`config.mk`:
```
export PLATFORM = sky130hd
export DESIGN_NAME = adder_64_arb_flat
export DESIGN_NICKNAME = d
export VERILOG_FILES = /design/src/rtl/adder_64_arb_if.sv /design/src/rtl/adder_64_arb.sv /design/src/flat_wrapper.sv
export SDC_FILE = /design/constraint.sdc
export NUM_CORES = 1
export LEC_CHECK = 0
export ABC_AREA = 1
export CAP_MARGIN = 20
export CORE_AREA = 4 4 304 306
export CTS_CLUSTER_DIAMETER = 150
export CTS_CLUSTER_SIZE = 30
export DETAILED_ROUTE_END_ITERATION = 7
export DIE_AREA = 0 0 308 310
export PLACE_DENSITY = 0.45
export SLEW_MARGIN = 20
export SYNTH_ARGS = -nofsm -noshare
export SYNTH_HDL_FRONTEND = slang
export SYNTH_SLANG_ARGS = --single-unit
```
`constraint.sdc`:
```
create_clock -name clk -period 4.9 [get_ports clk]
set_clock_uncertainty 0.1 [all_clocks]
set_input_delay 0.98 -clock clk [delete_from_list [all_inputs] [get_ports clk]]
set_output_delay 0.98 -clock clk [all_outputs]
set_load 0.005 [all_outputs]
```
`src/rtl/adder_64_arb_if.sv`:
```
// Bundle of the request, adder and response signals around adder_64_arb.
// The slave view belongs to the arbiter; the master view belongs to requesters plus adder.
interface adder_64_arb_if #(
  parameter int NUM_REQ = 4
);
  logic [NUM_REQ-1:0]    req_valid;
  logic [NUM_REQ-1:0]    req_ready;
  logic [NUM_REQ*64-1:0] req_a;
  logic [NUM_REQ*64-1:0] req_b;
  logic [NUM_REQ-1:0]    req_cin;

  logic [63:0]           add_a;
  logic [63:0]           add_b;
  logic                  add_cin;
  logic                  add_en;
  logic [63:0]           add_sum;
  logic                  add_cout;
  logic                  add_vld;

  logic [NUM_REQ-1:0]    rsp_valid;
  logic [63:0]           rsp_sum;
  logic                  rsp_cout;
  logic                  busy;
  logic                  err;

  modport slave (
    input  req_valid, req_a, req_b, req_cin,
    output req_ready,
    output add_a, add_b, add_cin, add_en,
    input  add_sum, add_cout, add_vld,
    output rsp_valid, rsp_sum, rsp_cout, busy, err
  );

  modport master (
    output req_valid, req_a, req_b, req_cin,
    input  req_ready,
    input  add_a, add_b, add_cin, add_en,
    output add_sum, add_cout, add_vld,
    input  rsp_valid, rsp_sum, rsp_cout, busy, err
  );
endinterface

```
`src/rtl/adder_64_arb.sv`:
```
// Round-robin sequencer sharing one pipelined 64-bit adder among NUM_REQ requesters.
// A tag FIFO remembers the originator of each in-flight add so results route back in order.
module adder_64_arb #(
  parameter int NUM_REQ = 4,
  parameter int ADD_LAT = 4,
  parameter int MAX_OUT = 8
) (
  input  logic           clk,
  input  logic           rst,
  adder_64_arb_if.slave  bus
);
  localparam int unsigned NR    = NUM_REQ;
  localparam int          PTR_W = $clog2(NUM_REQ);
  localparam int          AW    = $clog2(MAX_OUT);
  localparam int          CNT_W = $clog2(MAX_OUT + 1);

  if (NUM_REQ < 2 || NUM_REQ > 8 || MAX_OUT < ADD_LAT + 1 ||
      (MAX_OUT & (MAX_OUT - 1)) != 0) begin : g_cfg_err
    $error("adder_64_arb: illegal parameter combination");
  end

  logic [PTR_W-1:0]   r_ptr;
  logic [CNT_W-1:0]   r_cnt;
  logic [AW-1:0]      r_wp;
  logic [AW-1:0]      r_rp;
  logic [PTR_W-1:0]   r_tag_mem [MAX_OUT];

  logic [63:0]        r_add_a;
  logic [63:0]        r_add_b;
  logic               r_add_cin;
  logic               r_add_en;
  logic [NUM_REQ-1:0] r_rsp_valid;
  logic [63:0]        r_rsp_sum;
  logic               r_rsp_cout;
  logic               r_err;

  logic               w_gnt;
  logic [PTR_W-1:0]   w_gnt_idx;
  logic [NUM_REQ-1:0] w_ready;
  int unsigned        w_idx;
  logic               w_pop;
  logic [PTR_W-1:0]   w_tag;
  logic [PTR_W-1:0]   w_ptr_nxt;

  // Rotating priority search; a slot freed by this cycle's add_vld is not reusable until next cycle.
  always_comb begin
    w_gnt     = 1'b0;
    w_gnt_idx = '0;
    w_ready   = '0;
    w_idx     = 0;
    if (!rst && r_cnt < CNT_W'(MAX_OUT)) begin
      for (int unsigned k = 0; k < NR; k++) begin
        w_idx = (32'(r_ptr) + k) % NR;
        if (!w_gnt && bus.req_valid[w_idx]) begin
          w_gnt     = 1'b1;
          w_gnt_idx = PTR_W'(w_idx);
        end
      end
    end
    if (w_gnt) begin
      w_ready[w_gnt_idx] = 1'b1;
    end
  end

  always_comb begin
    w_ptr_nxt = r_ptr;
    if (w_gnt) begin
      w_ptr_nxt = (w_gnt_idx == PTR_W'(NR - 1)) ? '0 : w_gnt_idx + PTR_W'(1);
    end
  end

  assign w_pop = bus.add_vld && (r_cnt != '0);
  assign w_tag = r_tag_mem[r_rp];

  always_ff @(posedge clk) begin
    if (rst) begin
      r_ptr       <= '0;
      r_cnt       <= '0;
      r_wp        <= '0;
      r_rp        <= '0;
      r_add_a     <= '0;
      r_add_b     <= '0;
      r_add_cin   <= 1'b0;
      r_add_en    <= 1'b0;
      r_rsp_valid <= '0;
      r_rsp_sum   <= '0;
      r_rsp_cout  <= 1'b0;
      r_err       <= 1'b0;
    end else begin
      r_ptr    <= w_ptr_nxt;
      r_add_en <= w_gnt;
      if (w_gnt) begin
        r_add_a   <= bus.req_a[64*w_gnt_idx +: 64];
        r_add_b   <= bus.req_b[64*w_gnt_idx +: 64];
        r_add_cin <= bus.req_cin[w_gnt_idx];
        r_wp      <= r_wp + AW'(1);
      end

      r_rsp_valid <= w_pop ? (NUM_REQ'(1) << w_tag) : '0;
      if (w_pop) begin
        r_rsp_sum  <= bus.add_sum;
        r_rsp_cout <= bus.add_cout;
        r_rp       <= r_rp + AW'(1);
      end

      if (bus.add_vld && r_cnt == '0) begin
        r_err <= 1'b1;
      end

      case ({w_gnt, w_pop})
        2'b10:   r_cnt <= r_cnt + CNT_W'(1);
        2'b01:   r_cnt <= r_cnt - CNT_W'(1);
        default: r_cnt <= r_cnt;
      endcase
    end
  end

  always_ff @(posedge clk) begin
    if (w_gnt) begin
      r_tag_mem[r_wp] <= w_gnt_idx;
    end
  end

  assign bus.req_ready = w_ready;
  assign bus.add_a     = r_add_a;
  assign bus.add_b     = r_add_b;
  assign bus.add_cin   = r_add_cin;
  assign bus.add_en    = r_add_en;
  assign bus.rsp_valid = r_rsp_valid;
  assign bus.rsp_sum   = r_rsp_sum;
  assign bus.rsp_cout  = r_rsp_cout;
  assign bus.busy      = (r_cnt != '0);
  assign bus.err       = r_err;
endmodule

```
`src/flat_wrapper.sv`:
```
// flat-port wrapper written by rule: the top's interface ports become plain ports
module adder_64_arb_flat 
#(
  parameter int NUM_REQ = 4,
  parameter int ADD_LAT = 4,
  parameter int MAX_OUT = 8
)
  (clk, rst, bus_req_valid, bus_req_a, bus_req_b, bus_req_cin, bus_req_ready, bus_add_a, bus_add_b, bus_add_cin, bus_add_en, bus_add_sum, bus_add_cout, bus_add_vld, bus_rsp_valid, bus_rsp_sum, bus_rsp_cout, bus_busy, bus_err);
  adder_64_arb_if #(.NUM_REQ(NUM_REQ)) bus_i ();
  input  logic clk;
  input  logic rst;
  input wire logic [$bits(bus_i.req_valid)-1:0] bus_req_valid;
  input wire logic [$bits(bus_i.req_a)-1:0] bus_req_a;
  input wire logic [$bits(bus_i.req_b)-1:0] bus_req_b;
  input wire logic [$bits(bus_i.req_cin)-1:0] bus_req_cin;
  output wire logic [$bits(bus_i.req_ready)-1:0] bus_req_ready;
  output wire logic [$bits(bus_i.add_a)-1:0] bus_add_a;
  output wire logic [$bits(bus_i.add_b)-1:0] bus_add_b;
  output wire logic [$bits(bus_i.add_cin)-1:0] bus_add_cin;
  output wire logic [$bits(bus_i.add_en)-1:0] bus_add_en;
  input wire logic [$bits(bus_i.add_sum)-1:0] bus_add_sum;
  input wire logic [$bits(bus_i.add_cout)-1:0] bus_add_cout;
  input wire logic [$bits(bus_i.add_vld)-1:0] bus_add_vld;
  output wire logic [$bits(bus_i.rsp_valid)-1:0] bus_rsp_valid;
  output wire logic [$bits(bus_i.rsp_sum)-1:0] bus_rsp_sum;
  output wire logic [$bits(bus_i.rsp_cout)-1:0] bus_rsp_cout;
  output wire logic [$bits(bus_i.busy)-1:0] bus_busy;
  output wire logic [$bits(bus_i.err)-1:0] bus_err;
  assign bus_i.req_valid = bus_req_valid;
  assign bus_i.req_a = bus_req_a;
  assign bus_i.req_b = bus_req_b;
  assign bus_i.req_cin = bus_req_cin;
  assign bus_req_ready = bus_i.req_ready;
  assign bus_add_a = bus_i.add_a;
  assign bus_add_b = bus_i.add_b;
  assign bus_add_cin = bus_i.add_cin;
  assign bus_add_en = bus_i.add_en;
  assign bus_i.add_sum = bus_add_sum;
  assign bus_i.add_cout = bus_add_cout;
  assign bus_i.add_vld = bus_add_vld;
  assign bus_rsp_valid = bus_i.rsp_valid;
  assign bus_rsp_sum = bus_i.rsp_sum;
  assign bus_rsp_cout = bus_i.rsp_cout;
  assign bus_busy = bus_i.busy;
  assign bus_err = bus_i.err;
  adder_64_arb #(.NUM_REQ(NUM_REQ), .ADD_LAT(ADD_LAT), .MAX_OUT(MAX_OUT)) u_core (.clk(clk), .rst(rst), .bus(bus_i));
endmodule
```
==> results of run 1 <==
## flip-flops by register name, summed over array words and instances (netlist names), named ones only
register and count:
u_core.bus.add_a 64, u_core.bus.add_b 64, u_core.bus.add_cin 1, u_core.bus.add_en 1, u_core.bus.err 1, u_core.bus.rsp_cout 1
u_core.bus.rsp_sum 64, u_core.bus.rsp_valid 4, u_core.r_cnt 4, u_core.r_ptr 2, u_core.r_rp 3, u_core.r_tag_mem 16
u_core.r_wp 3
## per-layer routing
layer / part of all wire / global-route usage / vias to the layer above / wire (um)
met2: 0.48 / 0.2397 / 575 / 34360
met4: 0.023 / 0.03368 / 0 / 1657
met3: 0.078 / 0.03886 / 56 / 5546
li1: - / - / 7918 / -
met5: 0 / 0 / - / 0
met1: 0.42 / 0.1750 / 7215 / 29780
## worst max path at each step
stage	to	slack (ns)	depth (start not counted)
final	bus_req_ready[3]	0.50	14
after floorplan	bus_req_ready[1]	1.40	15
after CTS	bus_req_ready[3]	0.46	14
after global routing	bus_req_ready[3]	0.28	14
after detailed placement	bus_req_ready[3]	0.47	14
after global placement	bus_req_ready[3]	0.47	14
## cell usage in the layout, fill, tap and decap left out, drive strengths merged
master,n
clkdlybuf4s50,792
nand3,788
nand2,444
dfxtp,215
nor2,166
o21ai,79
inv,38
buf,25
edfxtp,16
clkbuf,15
a21oi,14
ha,9
diode,7
o32ai,3
xor2,2
o21a,2
nand4,1
xnor2,1
mux2i,1
o221ai,1
nand3b,1
clkinv,1
bufinv,1
## stage by stage
stage                     worst slack (ns)  instance area [sq um]  instances  hold slack (ns)  utilization
after floorplan                      1.398                  12820       1959           0.3334            -
after global placement              0.4678                  21610       3771           0.3497       0.2412
after detailed placement            0.4739                  21610       3771           0.3592       0.2412
after CTS                           0.4624                  22010       3791           0.3769       0.2457
after global routing                0.2780                  22020       3794           0.3889       0.2458
final                               0.4964                  22030       3798           0.3711       0.2459
## worst min-delay path: cells and delay by family, from the launching register on
kind	cells	cell delay, ns
buffers and inverters	1	0.05
AOI/OAI and AO/OA	1	0.06
DFF	1	0.33
## layout make-up
| cell class | instances | share of cell area |
|---|---|---|
| diodes | 7 | 0.0007950 |
| clock buffers | 15 | 0.01511 |
| clock inverters | 5 | 0.003294 |
| inverters | 35 | 0.006758 |
| multi-input cells | 1512 | 0.3172 |
| flip-flops and latches | 231 | 0.2172 |
| well taps | 1176 | 0.06678 |
| repair buffers | 817 | 0.3729 |
## where the power goes
group,switching (mW),internal (mW),leakage [nW]
Combinational,4.91,3.07,6.69
Clock,0.765,0.563,0.197
Sequential,0.396,2.65,1.94
## kinds of logic (layout without fill, tap and decap cells)
kind of cell	Yosys count	in the layout
XOR/XNOR	3	3
other	0	7
AND/OR/NAND/NOR	1400	1400
flip-flops	231	231
adder cells (fa/ha/maj)	9	9
multiplexers	1	1
AO/OA/AOI/OAI	99	99
buffers and inverters	216	872
==> results.yml, run 1 <==
status:
  outcome: "finished clean"
synthesis:
  yosysSeqAreaShare: 0.3733
  synth.most_common_cell: "nand3_1"
  synth-edff-count: 16
  synthTopCellsByArea: "dfxtp_1, nand3_1, nand2_1, nor2_1, edfxtp_1"
  synth_top_area_share: 0.3358
  synth-compound-area-share: 0.04021
  synth_top_family_by_area: "simple AND/OR/NAND/NOR gates"
  synth_nets: 2556
  yosys.area_share.simple: 0.4893
  synthXorXnorAreaFrac: 0.002050
  synth.area.mux_share: 0.0007809
  ys_seq_elements: 231
  synthAdderAreaFrac: 0.008785
  yosys_warnings: 0
  yosys_most_used_dff: "dfxtp_1"
  ys_types: 28
  synth_area_sq_um: 12820
  syn_avg_cell_area_sq_um: 6.543
  async_flop_share: 0
  synthCells: 1959
  synth_top_area_cell: "dfxtp_1"
  synthTopCellsByCount: "nand3_1, nand2_1, dfxtp_1"
drt:
  routedWlPerCell_um: 18.78
  viasPerCell: 4.151
  first_pass_iters: 5
  drt_iter0_markers: 1009
  ant_nets: 0
  drc: 0
  route.vias.total: 15760
  drt_wl_total_mm: 71.34
place:
  io_buffers: 792
  dp_hpwl_mm: 52.79
  place.gp.congestion: 0.8406
clocking:
  post-cts-setup-buffer-count: 0
  cts_tree: "done"
  holdBufCountCts: 0
  root_buffer: "clkbuf_16"
  cts_made_buffers: 12
  h-tree-depth: 1
  cts_resized: 0
  clk_pin_slew_ns: 0.13
  worstSkewPairLatency_ns: 0.52
  cts_num_sinks: 231
  clockBufferDepth: 3
floorplanning:
  core_sq_um: 89600
  die_w_um: 308
  rows: 110
  die_area_sq_um: 95480
  start_util: 0.1431
  io-pin-count: 793
  die_h_um: 310
setup_path:
  crit_path_end_kind: "primary output"
  cpLargestDelayFamily: "buffers and inverters"
  critPathLaunchType: "input pin"
  crit_start: "bus_req_valid[1]"
  cpMostUsedCell: "nand3_1"
  r2r_start: "u_core.r_ptr[0]"
  crit_buf_inv: 5
  rr_endpoint: "u_core.bus.add_a[43]"
  critPathMaxFanout: 10
  r2r.worst_path.cells: 14
  critPathMaxStageDelay_ns: 0.52
  cp_data_required_time_ns: 3.82
  arrival_ns: 3.32
  rrSetupSlack_ns: 1.37
  critPathSlowestCell: "clkdlybuf4s50_1"
  path_cells: "clkdlybuf4s50_1 > inv_1 > nand2_1 > nand3_1 > nand2_1 > nor2_2 > nand3_1 > nand3_1 > nand2_8 > inv_6 > ha_1 > inv_1 > nor2_1 > clkdlybuf4s50_1"
  crit_type: "in -> out"
power_and_ir_drop:
  p_per_area_nw_per_um2: 561.3
  leakage_nw: 8.824
  ir_drop_mv: 0.8489
  p_total_mw: 12.37
sta:
  fmax_mhz: 227.1
  slew_viol_final: 0
  rsz0062_at_grt: "no"
  finalSetupTns_ns: 0
  hold_viol_final: 0
  slew_headroom: 0.3314
  setup_viol: 0
  min_period_ns: 4.404
  worst_pin_slew_ns: 1.003
  min_period_over_period: 0.8987
layout:
  fillers: 10030
  drive_gt1_frac: 0.02180
  multi_input_area_sq_um: 6989
  seqCellArea_sq_um: 4785
  area_delta_synth_final_pct: 71.88
  layout.nets: 3206
global_route:
  first_global_vias: 15790
  grt_usage: 0.1401
  gr-total-overflow: 0
  grt_pass1_wl_mm: 103.3
  grt_max_degree: 200
  antenna_found_initial: 4
min_path:
  worstHoldStart: "u_core.r_rp[2]"
  worst_hold_path_type: "reg -> reg"
  hold-path-endpoint: "u_core.r_rp[2]"
  holdPathStages: 2
run:
  drv_cap: 0
(Power assumes the default switching activity.)
==> run 2: changes to the inputs <==
Settings changed: GPL_TIMING_DRIVEN set to 0.
==> results.yml, run 2 (same netlist as run 1, synthesis figures left out) <==
power_and_ir_drop:
  leakage_nw: 9.309
  ir_drop_mv: 0.2411
  p_per_area_nw_per_um2: 608.0
sta:
  hold_viol_final: 0
  worst_pin_slew_ns: 1.016
  setup_viol: 0
  min_period_ns: 4.697
  layout_setup_ws_ns: 0.2027
  slew_viol_final: 0
  min_period_over_period: 0.9586
  fmax_mhz: 212.9
  slew_headroom: 0.3226
  finalSetupTns_ns: 0
  rsz0062_at_grt: "no"
setup_path:
  crit_path_end_kind: "primary output"
  crit_type: "in -> out"
  critPathMaxFanout: 9
  critPathLaunchType: "input pin"
  arrival_ns: 3.62
  cp_data_required_time_ns: 3.82
layout:
  layout_common_cells: "clkdlybuf4s50_1, nand3_1, nand2_1"
  post-route-util: 0.2544
  fillers: 10030
  layout_commonest_cell: "clkdlybuf4s50_1"
  drive_gt1_frac: 0.05544
  layout.nets: 3369
  seqCellArea_sq_um: 4785
  stdcell_count: 3970
  area_delta_synth_final_pct: 77.84
  multi_input_area_sq_um: 6950
  postLayoutCellArea_sq_um: 22800
place:
  io_buffers: 792
  dp_hpwl_mm: 73.75
  placed_cells: 3929
  place.gp.congestion: 0.8941
  placed_cell_area_sq_um: 22260
  pre_cts_slack_ns: -0.3280
status:
  outcome: "finished clean"
global_route:
  antenna_found_initial: 22
  gr-total-overflow: 0
  first_global_vias: 17100
  grt_max_degree: 32
  grt_pass1_wl_mm: 123.4
  grt_usage: 0.1767
drt:
  routedWlPerCell_um: 22.80
  viasPerCell: 4.308
  drc: 0
  first_pass_iters: 7
  route.vias.total: 17100
  ant_nets: 0
  drt_wl_total_mm: 90.53
  drt_iter0_markers: 1259
floorplanning:
  io-pin-count: 793
  die_w_um: 308
  die_h_um: 310
  die_area_sq_um: 95480
  rows: 110
  core_sq_um: 89600
  start_util: 0.1431
clocking:
  cts_num_sinks: 231
  root_buffer: "clkbuf_16"
  cts_tree: "done"
  h-tree-depth: 1
  clockBufferDepth: 3
  clk_pin_slew_ns: 0.13
  worstSkewPairLatency_ns: 0.53
  cts_made_buffers: 12
min_path:
  worst_hold_path_type: "reg -> reg"
run:
  drv_cap: 0
==> run 2: timing repair <==
action                     CTS  global route
gates resized for setup      5             4
setup buffers                2             3
cloned                       0             1
pin swaps                    0             1
hold buffers                 0             0
setup endpoints to repair    4             3
==> run 2: routing by layer <==
metal / up-vias / wire length, um / track usage
met5: - / 42 / 0
met4: 6 / 2235 / 0.04774
met3: 101 / 8335 / 0.05649
met2: 736 / 42510 / 0.2975
met1: 7997 / 37410 / 0.2180
li1: 8264 / - / -
==> run 2: final timing paths <==
check	depth (start not counted)	to	slack (ns)	start
worst min register to register	2	register	0.37	u_core.r_rp[2]
worst min-delay path	2	register	0.37	u_core.r_rp[2]
worst max register to register	13	u_core.r_cnt[2]	1.53	u_core.r_cnt[1]
worst max-delay path	16	bus_req_ready[1]	0.20	bus_req_valid[1]
==> run 2: metrics by stage <==
stage / power [mW] / hold WS [ns]
6_report: 13.86 / 0.3693
5_1_grt: 14.92 / 0.3901
4_1_cts: 13.90 / 0.3801
3_5_place_dp: 12.49 / 0.3611
3_3_place_gp: 12.49 / 0.3478
2_1_floorplan: 7.733 / 0.3334
==> run 2: layout make-up <==
| class | count | area share |
|---|---|---|
| Clock inverter | 5 | 0.003293 |
| Inverter | 35 | 0.005928 |
| Clock buffer | 15 | 0.01460 |
| Buffer | 180 | 0.04281 |
| Antenna cell | 16 | 0.001756 |
| Multi-Input combinational cell | 1512 | 0.3049 |
| Timing Repair Buffer | 800 | 0.3523 |
| Tap cell | 1176 | 0.06454 |
| Sequential cell | 231 | 0.2099 |
==> run 2: critical path, stage by stage <==
cell,delay (ns)
clkdlybuf4s50_1,0.43
inv_1,0.08
nand2_1,0.06
nand3_1,0.09
nand2_1,0.11
nor2_4,0.16
nand3_2,0.08
nand2_2,0.17
inv_2,0.12
nand2_8,0.16
buf_16,0.17
clkinvlp_4,0.16
ha_1,0.21
inv_1,0.05
nor2_1,0.04
clkdlybuf4s50_1,0.50
==> run 2: where the power goes <==
part | leakage [nW] | switching (mW) | internal, mW
Combinational | 7.17 | 5.94 | 3.52
Sequential | 1.94 | 0.404 | 2.66
Clock | 0.198 | 0.777 | 0.563
